==> config.mk <==
export PLATFORM = sky130hd
export DESIGN_NAME = signed_vedic_mac_pipe_flat
export DESIGN_NICKNAME = d
export VERILOG_FILES = /design/src/rtl/signed_vedic_mac_pipe_if.sv /design/src/rtl/signed_vedic_mac_pipe.sv /design/src/flat_wrapper.sv
export SDC_FILE = /design/constraint.sdc
export NUM_CORES = 1
export LEC_CHECK = 0
export CAP_MARGIN = 10
export CORE_MARGIN = 3
export CORE_UTILIZATION = 50
export DETAILED_ROUTE_END_ITERATION = 12
export PLACE_DENSITY = 0.81
export SLEW_MARGIN = 20
export SYNTH_ARGS = -nofsm -noshare
export SYNTH_HDL_FRONTEND = slang
export SYNTH_SLANG_ARGS = --single-unit
==> constraint.sdc <==
create_clock -name clk -period 6.6 [get_ports clk]
set_input_delay 0.99 -clock clk [delete_from_list [all_inputs] [get_ports clk]]
set_output_delay 0.99 -clock clk [all_outputs]
set_load 0.02 [all_outputs]
==> src/rtl/signed_vedic_mac_pipe_if.sv <==
// Handshake and data bundle for the pipelined signed Vedic multiply/accumulate unit.
// The master drives operands and out_ready. The slave is the MAC unit.
interface signed_vedic_mac_pipe_if #(
    parameter int W     = 8,
    parameter int ACC_W = 24
);
    logic             in_valid;
    logic             in_ready;
    logic [W-1:0]     in_a;
    logic [W-1:0]     in_b;
    logic             in_acc_en;
    logic             in_acc_clr;
    logic             out_valid;
    logic             out_ready;
    logic [2*W-1:0]   out_p;
    logic [ACC_W-1:0] out_acc;
    logic             out_ovf;

    modport master (
        output in_valid, in_a, in_b, in_acc_en, in_acc_clr, out_ready,
        input  in_ready, out_valid, out_p, out_acc, out_ovf
    );

    modport slave (
        input  in_valid, in_a, in_b, in_acc_en, in_acc_clr, out_ready,
        output in_ready, out_valid, out_p, out_acc, out_ovf
    );
endinterface

==> src/rtl/signed_vedic_mac_pipe.sv <==
// Three-stage signed multiply/accumulate: sign-magnitude split, registered Vedic quadrant
// sub-products, then recombination with sign restore and a wrapping accumulator with sticky overflow.
module vedic_umul #(
    parameter int N = 2
) (
    input  logic [N-1:0]   a,
    input  logic [N-1:0]   b,
    output logic [2*N-1:0] p
);
    generate
        if (N == 1) begin : g_bit
            assign p = {1'b0, a & b};
        end else if (N == 2) begin : g_base
            logic c1;
            assign p[0] = a[0] & b[0];
            assign p[1] = (a[1] & b[0]) ^ (a[0] & b[1]);
            assign c1   = (a[1] & b[0]) & (a[0] & b[1]);
            assign p[2] = (a[1] & b[1]) ^ c1;
            assign p[3] = (a[1] & b[1]) & c1;
        end else begin : g_rec
            // Odd widths are zero-padded to an even split; the padding never reaches the low 2N bits.
            localparam int HN = (N + 1) / 2;
            logic [2*HN-1:0]      ax;
            logic [2*HN-1:0]      bx;
            logic [3:0][2*HN-1:0] q;
            logic [4*HN-1:0]      sum;
            assign ax = (2*HN)'(a);
            assign bx = (2*HN)'(b);
            for (genvar gi = 0; gi < 4; gi++) begin : g_q
                vedic_umul #(.N(HN)) u_q (
                    .a ((gi % 2 == 1) ? ax[2*HN-1:HN] : ax[HN-1:0]),
                    .b ((gi / 2 == 1) ? bx[2*HN-1:HN] : bx[HN-1:0]),
                    .p (q[gi])
                );
            end
            assign sum = (4*HN)'(q[0])
                       + (((4*HN)'(q[1]) + (4*HN)'(q[2])) << HN)
                       + ((4*HN)'(q[3]) << (2*HN));
            assign p = sum[2*N-1:0];
        end
    endgenerate
endmodule

module signed_vedic_mac_pipe #(
    parameter int W     = 8,
    parameter int ACC_W = 24
) (
    input logic clk,
    input logic rst,
    signed_vedic_mac_pipe_if.slave bus
);
    localparam int H = W / 2;

    logic                 en;
    logic                 v1_q, v1_d, sign1_q, sign1_d, acc_en1_q, acc_en1_d, acc_clr1_q, acc_clr1_d;
    logic [W-1:0]         mag_a_q, mag_a_d, mag_b_q, mag_b_d;
    logic                 v2_q, v2_d, sign2_q, sign2_d, acc_en2_q, acc_en2_d, acc_clr2_q, acc_clr2_d;
    logic [3:0][W-1:0]    pp_q, pp_d, pp_w;
    logic                 out_valid_q, out_valid_d, ovf_q, ovf_d;
    logic [2*W-1:0]       p_q, p_d, mag, p_new;
    logic [ACC_W-1:0]     acc_q, acc_d, p_ext, acc_sum;
    logic                 add_ovf;

    // One enable moves every stage, so bubbles travel with the data.
    assign en = !out_valid_q || bus.out_ready;

    always_comb begin
        v1_d       = v1_q;
        sign1_d    = sign1_q;
        mag_a_d    = mag_a_q;
        mag_b_d    = mag_b_q;
        acc_en1_d  = acc_en1_q;
        acc_clr1_d = acc_clr1_q;
        if (en) begin
            v1_d       = bus.in_valid;
            sign1_d    = bus.in_a[W-1] ^ bus.in_b[W-1];
            mag_a_d    = bus.in_a[W-1] ? ({W{1'b0}} - bus.in_a) : bus.in_a;
            mag_b_d    = bus.in_b[W-1] ? ({W{1'b0}} - bus.in_b) : bus.in_b;
            acc_en1_d  = bus.in_acc_en;
            acc_clr1_d = bus.in_acc_clr;
        end
    end

    // Quadrants: 0=LL, 1=HL, 2=LH, 3=HH (bit 0 picks the high half of a, bit 1 of b).
    for (genvar gi = 0; gi < 4; gi++) begin : g_pp
        vedic_umul #(.N(H)) u_pp (
            .a ((gi % 2 == 1) ? mag_a_q[W-1:H] : mag_a_q[H-1:0]),
            .b ((gi / 2 == 1) ? mag_b_q[W-1:H] : mag_b_q[H-1:0]),
            .p (pp_w[gi])
        );
    end

    always_comb begin
        v2_d       = v2_q;
        sign2_d    = sign2_q;
        acc_en2_d  = acc_en2_q;
        acc_clr2_d = acc_clr2_q;
        pp_d       = pp_q;
        if (en) begin
            v2_d       = v1_q;
            sign2_d    = sign1_q;
            acc_en2_d  = acc_en1_q;
            acc_clr2_d = acc_clr1_q;
            pp_d       = pp_w;
        end
    end

    always_comb begin
        mag     = (2*W)'(pp_q[0])
                + (((2*W)'(pp_q[1]) + (2*W)'(pp_q[2])) << H)
                + ((2*W)'(pp_q[3]) << W);
        p_new   = sign2_q ? ({(2*W){1'b0}} - mag) : mag;
        p_ext   = ACC_W'($signed(p_new));
        acc_sum = acc_q + p_ext;
        add_ovf = (acc_q[ACC_W-1] == p_ext[ACC_W-1]) && (acc_sum[ACC_W-1] != acc_q[ACC_W-1]);

        out_valid_d = out_valid_q;
        p_d         = p_q;
        acc_d       = acc_q;
        ovf_d       = ovf_q;
        if (en) begin
            out_valid_d = v2_q;
            if (v2_q) begin
                p_d = p_new;
                if (acc_clr2_q) begin
                    acc_d = p_ext;
                    ovf_d = 1'b0;
                end else if (acc_en2_q) begin
                    acc_d = acc_sum;
                    ovf_d = ovf_q | add_ovf;
                end
            end
        end
    end

    always_ff @(posedge clk or posedge rst) begin
        if (rst) begin
            v1_q        <= 1'b0;
            sign1_q     <= 1'b0;
            mag_a_q     <= '0;
            mag_b_q     <= '0;
            acc_en1_q   <= 1'b0;
            acc_clr1_q  <= 1'b0;
            v2_q        <= 1'b0;
            sign2_q     <= 1'b0;
            acc_en2_q   <= 1'b0;
            acc_clr2_q  <= 1'b0;
            pp_q        <= '0;
            out_valid_q <= 1'b0;
            p_q         <= '0;
            acc_q       <= '0;
            ovf_q       <= 1'b0;
        end else begin
            v1_q        <= v1_d;
            sign1_q     <= sign1_d;
            mag_a_q     <= mag_a_d;
            mag_b_q     <= mag_b_d;
            acc_en1_q   <= acc_en1_d;
            acc_clr1_q  <= acc_clr1_d;
            v2_q        <= v2_d;
            sign2_q     <= sign2_d;
            acc_en2_q   <= acc_en2_d;
            acc_clr2_q  <= acc_clr2_d;
            pp_q        <= pp_d;
            out_valid_q <= out_valid_d;
            p_q         <= p_d;
            acc_q       <= acc_d;
            ovf_q       <= ovf_d;
        end
    end

    assign bus.in_ready  = en;
    assign bus.out_valid = out_valid_q;
    assign bus.out_p     = p_q;
    assign bus.out_acc   = acc_q;
    assign bus.out_ovf   = ovf_q;
endmodule

==> src/flat_wrapper.sv <==
// flat-port wrapper written by rule: the top's interface ports become plain ports
module signed_vedic_mac_pipe_flat 
#(
    parameter int W     = 8,
    parameter int ACC_W = 24
)
  (clk, rst, bus_in_valid, bus_in_a, bus_in_b, bus_in_acc_en, bus_in_acc_clr, bus_out_ready, bus_in_ready, bus_out_valid, bus_out_p, bus_out_acc, bus_out_ovf);
  signed_vedic_mac_pipe_if #(.W(W), .ACC_W(ACC_W)) bus_i ();
  input logic clk;
  input logic rst;
  input wire logic [$bits(bus_i.in_valid)-1:0] bus_in_valid;
  input wire logic [$bits(bus_i.in_a)-1:0] bus_in_a;
  input wire logic [$bits(bus_i.in_b)-1:0] bus_in_b;
  input wire logic [$bits(bus_i.in_acc_en)-1:0] bus_in_acc_en;
  input wire logic [$bits(bus_i.in_acc_clr)-1:0] bus_in_acc_clr;
  input wire logic [$bits(bus_i.out_ready)-1:0] bus_out_ready;
  output wire logic [$bits(bus_i.in_ready)-1:0] bus_in_ready;
  output wire logic [$bits(bus_i.out_valid)-1:0] bus_out_valid;
  output wire logic [$bits(bus_i.out_p)-1:0] bus_out_p;
  output wire logic [$bits(bus_i.out_acc)-1:0] bus_out_acc;
  output wire logic [$bits(bus_i.out_ovf)-1:0] bus_out_ovf;
  assign bus_i.in_valid = bus_in_valid;
  assign bus_i.in_a = bus_in_a;
  assign bus_i.in_b = bus_in_b;
  assign bus_i.in_acc_en = bus_in_acc_en;
  assign bus_i.in_acc_clr = bus_in_acc_clr;
  assign bus_i.out_ready = bus_out_ready;
  assign bus_in_ready = bus_i.in_ready;
  assign bus_out_valid = bus_i.out_valid;
  assign bus_out_p = bus_i.out_p;
  assign bus_out_acc = bus_i.out_acc;
  assign bus_out_ovf = bus_i.out_ovf;
  signed_vedic_mac_pipe #(.W(W), .ACC_W(ACC_W)) u_core (.clk(clk), .rst(rst), .bus(bus_i));
endmodule
# Yosys cells after proc, flatten, opt, wreduce, memory -nomap -nowiden

Cells that the tools add are included.

$add $sub $neg: 19
Multiply operators: 0
Div/mod/pow operators: 0
Order comparisons: 0
Equal/unequal tests: 2
Shift operators: 0
Mux-type cells: 7
Bitwise gates (word level): 130
Reduce and logical (&&, ||, !) cells: 6

Operator list:

| cell                    | count |
|---|---|
| $and A1 B1 Y1           | 96 |
| $mux W24                | 2 |
| $xor A1 B1 Y1           | 33 |
| $add A4 B7 Y8           | 4 |
| $add A8 B8 Y8           | 4 |
| $add A24 B24 Y24        | 1 |
| $add A4 B4 Y5           | 4 |
| $add A16 B16 Y16        | 1 |
| $add A8 B16 Y16         | 1 |
| $mux W16                | 1 |
| $mux W8                 | 2 |
| $sub A1 B16 Y16 const A | 1 |
| $sub A1 B8 Y8 const A   | 2 |
| $add A8 B8 Y9           | 1 |
| $reduce_and A3 Y1       | 1 |
| $mux W1                 | 2 |
| $reduce_and A2 Y1       | 1 |
| $reduce_bool A2 Y1      | 1 |
| $eq A1 B1 Y1            | 1 |
| $logic_and A1 B1 Y1     | 1 |
| $logic_not A1 Y1        | 1 |
| $logic_or A1 B1 Y1      | 1 |
| $ne A1 B1 Y1            | 1 |
| $or A1 B1 Y1            | 1 |

Register bits: 98
Latch bits: 0
Memory bits (writable): 0
Memory bits (read-only): 0
Input bits: 22
Output and inout port bits: 43
Word-level logic and storage cells: 182
Memories kept: 0

# Depth between registers and ports, before layout

Gate-level depths: netlist (run 1).

Word-level depth: 11
Gate-level depth with buffers: 29
Gate-level depth less buffers: 28

# Modules after synthesis

From an unflattened synthesis (run 1), not the netlist that was laid out.

Cells, all modules: 984
Area, all modules: 8379.3 um2

Modules (own cells, without submodules):

| module                                                | instances | cells an instance | area an instance (um2) | sequential area each (um2) |
|---|---|---|---|---|
| signed_vedic_mac_pipe                                 | 1         | 752               | 6332.3                 | 2452.4 |
| vedic_umul (u_core.g_pp[0].u_pp ...)                  | 4         | 34                | 311.5                  | 0.0 |
| vedic_umul (u_core.g_pp[0].u_pp.g_rec.g_q[0].u_q ...) | 16        | 6                 | 50.0                   | 0.0 |

# Worst setup path before layout (run 1)

Ideal clock, no wire load.

Kind: register to register
Start point: register u_core.pp_q[9] (netlist name)
End point: register u_core.acc_q[23], in the netlist u_core.bus.out_acc[23]
Library setup time: 80 ps
Arrival: 5093 ps
Data required time: 6520 ps
Slack: 1427 ps
Cell stages (with the launch flop): 26
Path buffers: 1
Period minus slack after synthesis: 5173 ps
Path through: dfrtp_1 ha_1 a21o_1 a21oi_1 o21bai_1 a21oi_1 o21bai_1 a21oi_1 xnor2_1 ha_1 or4_4 o2111a_1 o21ai_2 xnor2_1 o31ai_2 xnor2_1 buf_6 ha_1 a211oi_1 inv_1 a211o_1 nand3_1 a31oi_1 mux2i_1 or3_1 o211ai_2

Longest elaborated chain between the ends: 8

Ends and longest elaborated chain:

| item                     | RTL line                     | RTL |
|---|---|---|
| start: declaration       | signed_vedic_mac_pipe.sv:58  | `logic [3:0][W-1:0] pp_q, pp_d, pp_w;` |
| start signal: assignment | signed_vedic_mac_pipe.sv:164 | `pp_q <= pp_d;` |
| $add A8 B8 Y9 (*)        | signed_vedic_mac_pipe.sv:110 | `+ (((2*W)'(pp_q[1]) + (2*W)'(pp_q[2])) << H)` |
| $add A8 B16 Y16 (*)      | signed_vedic_mac_pipe.sv:110 |  |
| $add A16 B16 Y16 (*)     | signed_vedic_mac_pipe.sv:111 | `+ ((2*W)'(pp_q[3]) << W);` |
| $sub A1 B16 Y16          | signed_vedic_mac_pipe.sv:112 | `p_new = sign2_q ? ({(2*W){1'b0}} - mag) : mag;` |
| $mux W16 (*)             | signed_vedic_mac_pipe.sv:112 |  |
| net u_core.p_new[15]     | signed_vedic_mac_pipe.sv:60  | `logic [2*W-1:0] p_q, p_d, mag, p_new;` |
| $add A24 B24 Y24         | signed_vedic_mac_pipe.sv:114 | `acc_sum = acc_q + p_ext;` |
| $mux W24                 | signed_vedic_mac_pipe.sv:128 | `end else if (acc_en2_q) begin` |
| $mux W24 (*)             | signed_vedic_mac_pipe.sv:125 | `if (acc_clr2_q) begin` |
| end signal: assignment   | signed_vedic_mac_pipe.sv:151 | `acc_q <= '0;` |
| end signal: assignment   | signed_vedic_mac_pipe.sv:167 | `acc_q <= acc_d;` |
| end: declaration         | signed_vedic_mac_pipe.sv:61  | `logic [ACC_W-1:0] acc_q, acc_d, p_ext, acc_sum;` |

Mark *: on every way through the listed nets, which the timed path passes. The rest lies on a longest branch. The select of a mux whose other input is x is not followed.
A chain may end at the register's enable or synchronous reset.

# Final worst setup path (run 1)

Start point: register u_core.pp_q[9] (netlist name)
End point: register u_core.acc_q[23], in the netlist u_core.bus.out_acc[23]

Longest elaborated chain between the ends: 8

Ends and longest elaborated chain:

| item                 | RTL line |
|---|---|
| $add A8 B8 Y9 (*)    | signed_vedic_mac_pipe.sv:110 |
| $add A8 B16 Y16 (*)  | signed_vedic_mac_pipe.sv:110 |
| $add A16 B16 Y16 (*) | signed_vedic_mac_pipe.sv:111 |
| $sub A1 B16 Y16      | signed_vedic_mac_pipe.sv:112 |
| $mux W16 (*)         | signed_vedic_mac_pipe.sv:112 |
| $add A24 B24 Y24     | signed_vedic_mac_pipe.sv:114 |
| $mux W24             | signed_vedic_mac_pipe.sv:128 |
| $mux W24 (*)         | signed_vedic_mac_pipe.sv:125 |

Every way passes the cells marked *; elsewhere a longest branch is shown, timed or not. The select of a mux whose other input is x is not followed.

==> run summary, run 1 <==
The flow ran to the end, and the final reports show no timing, DRC or antenna violations. The port buffer count is 64. The routed layout has 6466 vias. The die span in x is 133 um. The total half-perimeter wirelength after legalization and detailed placement is 12900 um. Setup repair after global routing left no endpoint under its margin.

The detailed-routing iteration count for the pre-antenna-repair pass came out at 5. The share of synthesized area in the top cell type comes to 30.5%. The arrival time of the worst setup path is 6.06 ns. The clock insertion delay at the later pin of the skew report is 0.36 ns. The net total in the final layout is 1125. In the layout the commonest cells are sky130_fd_sc_hd__nand2_1, sky130_fd_sc_hd__ha_1, sky130_fd_sc_hd__dfrtp_1, sky130_fd_sc_hd__a21oi_1, sky130_fd_sc_hd__clkdlybuf4s50_1.

Dividing the detail-routed wire length by the instance count gives 14.0 um. The number of buffers added by the clock tree synthesis step is 9. The number of antenna violations at the first check in global routing is 0. The share of the Yosys chip area taken by registers is 30.5%. Static timing analysis puts the maximum clock frequency at 173 MHz. Among all stages on the critical path, the largest delay is contributed by sky130_fd_sc_hd__xnor2_2. In this run the deepest clock path goes through 2 buffers. The number of setup violations in the final report came out at 0. STA classifies the critical path startpoint as a flop. Entering global routing, the biggest net connects 78 pins. The maximum net fanout on the critical path is 13. Wires add up to 16800 um. The CTS tree is built. The region available for standard cell placement spans 15500 sq um. STA classifies the critical path endpoint as a flop.

The count of hold buffers inserted by post-cts repair is 0. The endpoint required time on the critical path is 6.88 ns. The most frequent standard cell in the layout excluding fill and tap cells is sky130_fd_sc_hd__nand2_1. For this run, the number of Yosys warnings is 0. The number of antenna diodes is 0. The worst hold-check path type is reg2reg. The number of cells upsized or downsized after cts came out at 0.

The count of flip-flops with a built-in enable after synthesis came out at 0. Once the floorplan was initialized, standard cells occupied 51.9% of the core. Setup total negative slack on the finished layout was measured at 0 ns.

The final-report max-slew violation count is 0. The CTS H-tree depth came out at 3. The number of clock sinks seen by CTS is 98. In this run the cell area of the synthesized design comes to 8040 sq um. Once detail routing completed, the nets flagged for antenna violations numbered 0. The die is 133 um tall. In the routed design, unresolved DRC markers number 0. The die area is 17600 sq um. The largest single stage delay on the critical path is 0.59 ns. The tool flagged a number of max-cap violations equal to 0.

The share of the clock period used by the worst path came out at 87.6%. Ranked by total cell area, the synthesized netlist is headed by sky130_fd_sc_hd__dfrtp_1, sky130_fd_sc_hd__ha_1, sky130_fd_sc_hd__nand2_1. The leading area contributor after synthesis is sky130_fd_sc_hd__dfrtp_1. The global route total overflow came out at 0. The mean instance size in the synthesized netlist is 8.67 sq um. The worst slew margin relative to its limit came out at 40.9%. The net count after synthesis is 1072.

By startpoint and endpoint, the worst setup path is classified as reg2reg. The number of global-route vias before repair is 6150. The area growth from synthesis to final layout is 14.5%.

The shortest clock period the worst path allows after layout is 5.78 ns. At the pin with the least slew margin, the transition time is 0.876 ns. The flip-flop and latch count after synthesis came out at 98. After technology mapping, the gate count stands at 927. The dominant register cell in the synthesized netlist is sky130_fd_sc_hd__dfrtp_1. The final weighted congestion in routability-driven placement came out at 0.933. The cell at the root of the clock tree is sky130_fd_sc_hd__clkbuf_16.

The top-level I/O count is 65. The initial detailed-routing violation count is 253. The global-route wire length before repair is 28800 um. After synthesis, the netlist uses 59 different library cells. The fraction of final layout cells sized beyond drive strength 1 came out at 3.76%. The signal on the critical path passes through ha_1 > a21o_1 > a21oi_1 > o21bai_1 > a21oi_1 > o21bai_1 > a21oi_1 > xnor2_1 > ha_1 > or4_4 > o2111a_1 > o21ai_2 > xnor2_1 > o31ai_2 > xnor2_2 > ha_1 > a211oi_1 > inv_1 > a211o_1 > nand3_1 > a31oi_1 > mux2i_1 > or3_1 > o211ai_2.

The number of placement rows came out at 45. The worst reg-to-reg setup slack came out at 0.82 ns. The clock transition at the register clock pins on the worst setup and hold paths after CTS came out at 0.07 ns. Global routing consumed, over all layers together, 19.6% of the routing resources.

The async set or reset register ratio after synthesis came out at 100%. The via density per instance is 5.41. The final hold violation count was 0. The clock arrives with 0.00795 ns of skew. After clock tree synthesis, the setup repair step added 0 buffers.
-- area by class of cell --
| class | count | area (sq um) |
|---|---|---|
| sequential | 98 | 2450 |
| clock inverter | 4 | 50.0 |
| multi-input combinational | 770 | 5370 |
| fill | 1345 | 6280 |
| inverter | 31 | 119 |
| clock buffer | 12 | 256 |
| tap | 211 | 264 |
| timing repair buffer | 70 | 686 |
-- critical path, delay by kind of cell (launching register included) --
kind / cells / cell delay, ns
fa+ha+maj: 3 / 0.92
compound gates: 13 / 2.30
xor+xnor: 3 / 0.87
simple gates: 3 / 1.00
buf+inv: 1 / 0.07
mux: 1 / 0.16
flops: 1 / 0.38
-- metal layers --
layer	routed length, um	part of all wire, %	up-vias	GRT usage, %
li1	-	-	3308	-
met1	7750	46	3038	25.4
met2	8150	49	99	33.2
met3	544	3.2	21	3.19
met4	304	1.8	0	6.76
met5	0	0	-	0
-- state kept, by name, indices dropped and copies added, names as in the netlist --
name and cells:
u_core.mag_a_q 8, u_core.bus.out_acc 24, u_core.v2_q 1, u_core.acc_clr2_q 1, u_core.acc_en2_q 1, u_core.bus.out_valid 1, u_core.mag_b_q 8, u_core.acc_en1_q 1
u_core.v1_q 1, u_core.bus.out_ovf 1, u_core.pp_q 32, u_core.sign1_q 1, u_core.bus.out_p 16, u_core.sign2_q 1, u_core.acc_clr1_q 1
-- path summary, 6_finish.rpt --
check                                         end  cells after the start           start
setup reg to reg           u_core.bus.out_acc[23]                     24  u_core.pp_q[9]
hold reg to reg                       u_core.v1_q                      2     u_core.v1_q
min in group asynchronous   u_core.bus.out_acc[1]                      2             rst
setup / recovery           u_core.bus.out_acc[23]                     24  u_core.pp_q[9]
hold / removal                        u_core.v1_q                      2     u_core.v1_q
max in group asynchronous         u_core.pp_q[13]                      3             rst
-- logic make-up (layout without fill, tap and decap cells) --
kind of cell | count (synthesis) | count (layout) | synth area share [%]
AO/OA/AOI/OAI | 217 | 217 | 16.8
XOR/XNOR | 84 | 84 | 9.15
adder cells (fa/ha/maj) | 123 | 123 | 20.2
buffers and inverters | 59 | 117 | 2.85
flip-flops | 98 | 98 | 30.5
multiplexers | 10 | 10 | 1.25
AND/OR/NAND/NOR | 336 | 336 | 19.3
-- cell usage after synthesis (3+ instances only) --
| cell | count |
|---|---|
| sky130_fd_sc_hd__nor3_1 | 5 |
| sky130_fd_sc_hd__a31oi_1 | 4 |
| sky130_fd_sc_hd__o21ai_1 | 11 |
| sky130_fd_sc_hd__nor2b_1 | 8 |
| sky130_fd_sc_hd__dfrtp_1 | 98 |
| sky130_fd_sc_hd__o211ai_1 | 5 |
| sky130_fd_sc_hd__o21ai_0 | 56 |
| sky130_fd_sc_hd__clkbuf_1 | 23 |
| sky130_fd_sc_hd__o21bai_1 | 9 |
| sky130_fd_sc_hd__mux2i_1 | 10 |
| sky130_fd_sc_hd__nor2_1 | 49 |
| sky130_fd_sc_hd__nand2_1 | 169 |
| sky130_fd_sc_hd__a21oi_1 | 67 |
| sky130_fd_sc_hd__or3_1 | 6 |
| sky130_fd_sc_hd__buf_1 | 4 |
| sky130_fd_sc_hd__nand3_1 | 13 |
| sky130_fd_sc_hd__and2_1 | 62 |
| sky130_fd_sc_hd__inv_1 | 31 |
| sky130_fd_sc_hd__o31ai_1 | 6 |
| sky130_fd_sc_hd__a21o_1 | 31 |
| sky130_fd_sc_hd__ha_1 | 112 |
| sky130_fd_sc_hd__nand2b_1 | 9 |
| sky130_fd_sc_hd__xor2_1 | 41 |
| sky130_fd_sc_hd__xnor2_1 | 43 |
| sky130_fd_sc_hd__fa_1 | 11 |
| sky130_fd_sc_hd__o21a_1 | 3 |
-- metrics by stage --
stage / std cells / instance area [sq um] / hold WS [ns] / worst slack, ns / util [%]
final: 1196 / 9200 / 0.468 / 0.819 / 59.4
after global routing: 1196 / 9200 / 0.489 / 0.455 / 59.4
after CTS: 1196 / 9200 / 0.471 / 0.809 / 59.4
after detailed placement: 1180 / 8890 / 0.455 / 0.832 / 57.4
after global placement: 1180 / 8890 / 0.454 / 0.917 / 57.4
after floorplan: 927 / 8040 / 0.439 / 1.43 / -
Power of run 1 is left out: the tool's default activity adds up to more than one toggle a clock period on the data nets, which glitch-free logic cannot reach.
==> run 2, diff against run 1 <==
Settings changed: GPL_ROUTABILITY_DRIVEN set to 0.
==> results of run 2 <==
No change in the layout: final DEF, timing and power equal those of run 1.
Power of run 2 is left out for the same reason.
==> run 3, diff against run 2 <==
Settings changed: CAP_MARGIN 10 to unset, CORE_MARGIN 3 to 2, MAX_ROUTING_LAYER set to met4.
==> run summary, run 3 (synthesis gave the netlist of run 1 again) <==
The most frequent standard cell in the layout excluding fill and tap cells is sky130_fd_sc_hd__nand2_1 (unchanged). The worst slew margin relative to its limit came to 39.4% (was 40.9%). Result of the run: complete, no violations (unchanged). The slew at the pin with the worst max-slew slack is 0.897 ns (was 0.876 ns).

The CTS H-tree depth is 3 (unchanged). The core footprint came out at 15800 sq um (was 15500 sq um). The worst clock skew on the final layout is 0.00903 ns (was 0.00795 ns).

The detailed-routing iteration count for the pre-antenna-repair pass is 5 (unchanged). The pin count of the biggest net entering global routing came to 78 (unchanged). The die area came out at 17100 sq um (was 17600 sq um). The maximum net fanout on the critical path is 8 (was 13). The count of maximum capacitance violations is 0 (unchanged).

The total half-perimeter wirelength after legalization and detailed placement came out at 13000 um (was 12900 um). The final-report max-slew violation count came out at 0 (unchanged). The number of buffers and inverters on the critical path came out at 1 (unchanged). The number of placement rows was 46 (was 45). The share of the clock period used by the worst path came to 89.4% (was 87.6%). The via density per instance is 5.45 (was 5.41). Most used cells in the layout excluding fill and tap cells: sky130_fd_sc_hd__nand2_1, sky130_fd_sc_hd__ha_1, sky130_fd_sc_hd__dfrtp_1, sky130_fd_sc_hd__a21oi_1, sky130_fd_sc_hd__clkdlybuf4s50_1 (unchanged). The number of global-route vias before repair came to 6453 (was 6150).

The post-placement worst setup slack came out at 0.787 ns (was 0.832 ns). The maximum buffer depth of the clock tree is 2 (unchanged). The shortest clock period the worst path allows after layout was 5.90 ns (was 5.78 ns).

The die height came out at 131 um (was 133 um). The library cell contributing the largest single delay on the critical path was sky130_fd_sc_hd__xnor2_1 (was sky130_fd_sc_hd__xnor2_2). The starting density of the core came out at 51.0% (was 51.9%). The post-CTS setup buffer count is 0 (unchanged). The net total in the final layout came out at 1125 (unchanged).

The via count came out at 6541 (was 6466). The smallest hold slack came out at 0.472 ns (was 0.468 ns). Cells along the critical path: ha_1 > a21o_1 > a21oi_1 > o21bai_1 > a21oi_1 > o21bai_1 > a21oi_1 > xnor2_1 > ha_1 > or4_4 > o2111a_1 > o21ai_2 > xnor2_1 > o31ai_2 > xnor2_1 > ha_1 > a211oi_1 > inv_1 > a211o_1 > nand3_1 > a31oi_1 > mux2i_1 > or3_1 > o211ai_2 (was ha_1 > a21o_1 > a21oi_1 > o21bai_1 > a21oi_1 > o21bai_1 > a21oi_1 > xnor2_1 > ha_1 > or4_4 > o2111a_1 > o21ai_2 > xnor2_1 > o31ai_2 > xnor2_2 > ha_1 > a211oi_1 > inv_1 > a211o_1 > nand3_1 > a31oi_1 > mux2i_1 > or3_1 > o211ai_2). The worst hold-check path type was reg2reg (unchanged). The die span in x is 131 um (was 133 um). The clock insertion delay at the later pin of the skew report came out at 0.35 ns (was 0.36 ns).

The global route total overflow came out at 0 (unchanged). The CTS tree is built (unchanged). The overall track demand over capacity in global routing came out at 22.5% (was 19.6%). The global-route wire length before repair came out at 29800 um (was 28800 um). The count of hold buffers inserted by post-cts repair came out at 0 (unchanged). The area growth from synthesis to final layout came out at 14.6% (was 14.5%). The number of antenna violations at the first check in global routing was 0 (unchanged). The endpoint required time on the critical path is 6.88 ns (about the same). The final hold violation count is 0 (unchanged). The number of clock sinks seen by CTS came to 98 (unchanged). The initial detailed-routing violation count is 310 (was 253). The number of buffers added by the clock tree synthesis step is 9 (unchanged). The number of setup violations in the final report is 0 (unchanged). The port buffer count is 64 (unchanged). Setup repair after global routing missed its margin: false (unchanged).

The kind of start point of the critical path was a flop (unchanged). The cell at the root of the clock tree is sky130_fd_sc_hd__clkbuf_16 (unchanged). The highest achievable clock rate was 170 MHz (was 173 MHz).

The wire length reported by the detailed router was 17200 um (was 16800 um). The top-level I/O count came to 65 (unchanged). The setup slack after layout is 0.702 ns (was 0.819 ns).

The count of nets left with antenna violations after detail routing was 0 (unchanged). The number of cells upsized or downsized after cts is 0 (unchanged). The post-route setup TNS is 0 ns (unchanged). The top cell family by delay on the critical path is compound AO/OA/AOI/OAI gates (unchanged). The clock transition at the register clock pins on the worst setup and hold paths after CTS is 0.07 ns (about the same).

The number of flip-flops in the largest register is 32 (unchanged). The category of the critical setup timing path is reg2reg (unchanged). The arrival time of the worst setup path is 6.17 ns (was 6.06 ns). The wire length per cell is 14.3 um (was 14.0 um). The number of antenna diodes came out at 0 (unchanged). The fraction of final layout cells sized beyond drive strength 1 came out at 3.65% (was 3.76%). The delay of the slowest cell on the worst path is 0.65 ns (was 0.59 ns). The register with the highest flop count was u_core.pp_q (unchanged). The count of unresolved DRC violations after routing came out at 0 (unchanged). The kind of end point of the critical path is a flop (unchanged).
[run 3: worst paths after layout]
kind	start	endpoint	slack (ns)	cells past startpoint
max in group asynchronous	rst	u_core.pp_q[29]	4.44	3
setup / recovery	u_core.pp_q[9]	u_core.bus.out_acc[23]	0.70	24
setup reg to reg	u_core.pp_q[9]	u_core.bus.out_acc[23]	0.70	24
hold reg to reg	u_core.v1_q	u_core.v1_q	0.47	2
hold / removal	u_core.v1_q	u_core.v1_q	0.47	2
min in group asynchronous	rst	u_core.bus.out_valid	1.06	2
[run 3: layout make-up]
cell class	count	area, sq um
fillers	1413	6560
multi-input cells	770	5370
flip-flops and latches	98	2450
repair buffers	70	686
clock buffers	13	270
well taps	216	270
inverters	31	119
clock inverters	3	46.3
[run 3: tightest hold or removal path, delay by kind of cell (launching register included)]
kind | cells | cell delay, ns
DFF | 1 | 0.34
and+or+nand+nor | 2 | 0.10
[run 3: routing by layer]
layer | vias to the layer above | track usage, % | part of all wire (%)
li1 | 3301 | - | -
met1 | 3072 | 27.4 | 46
met2 | 134 | 38.2 | 49
met3 | 34 | 2.93 | 3.0
met4 | 0 | 8.82 | 2.5
met5 | - | - | 0
[run 3: through the flow]
stage | cell area [sq um] | std cells | util [%]
floorplan | 8040 | 927 | -
global placement | 8890 | 1185 | 56.4
detailed placement | 8890 | 1185 | 56.4
CTS | 9210 | 1201 | 58.4
global route | 9210 | 1201 | 58.4
finish | 9210 | 1201 | 58.4
Power of run 3 is left out for the same reason.
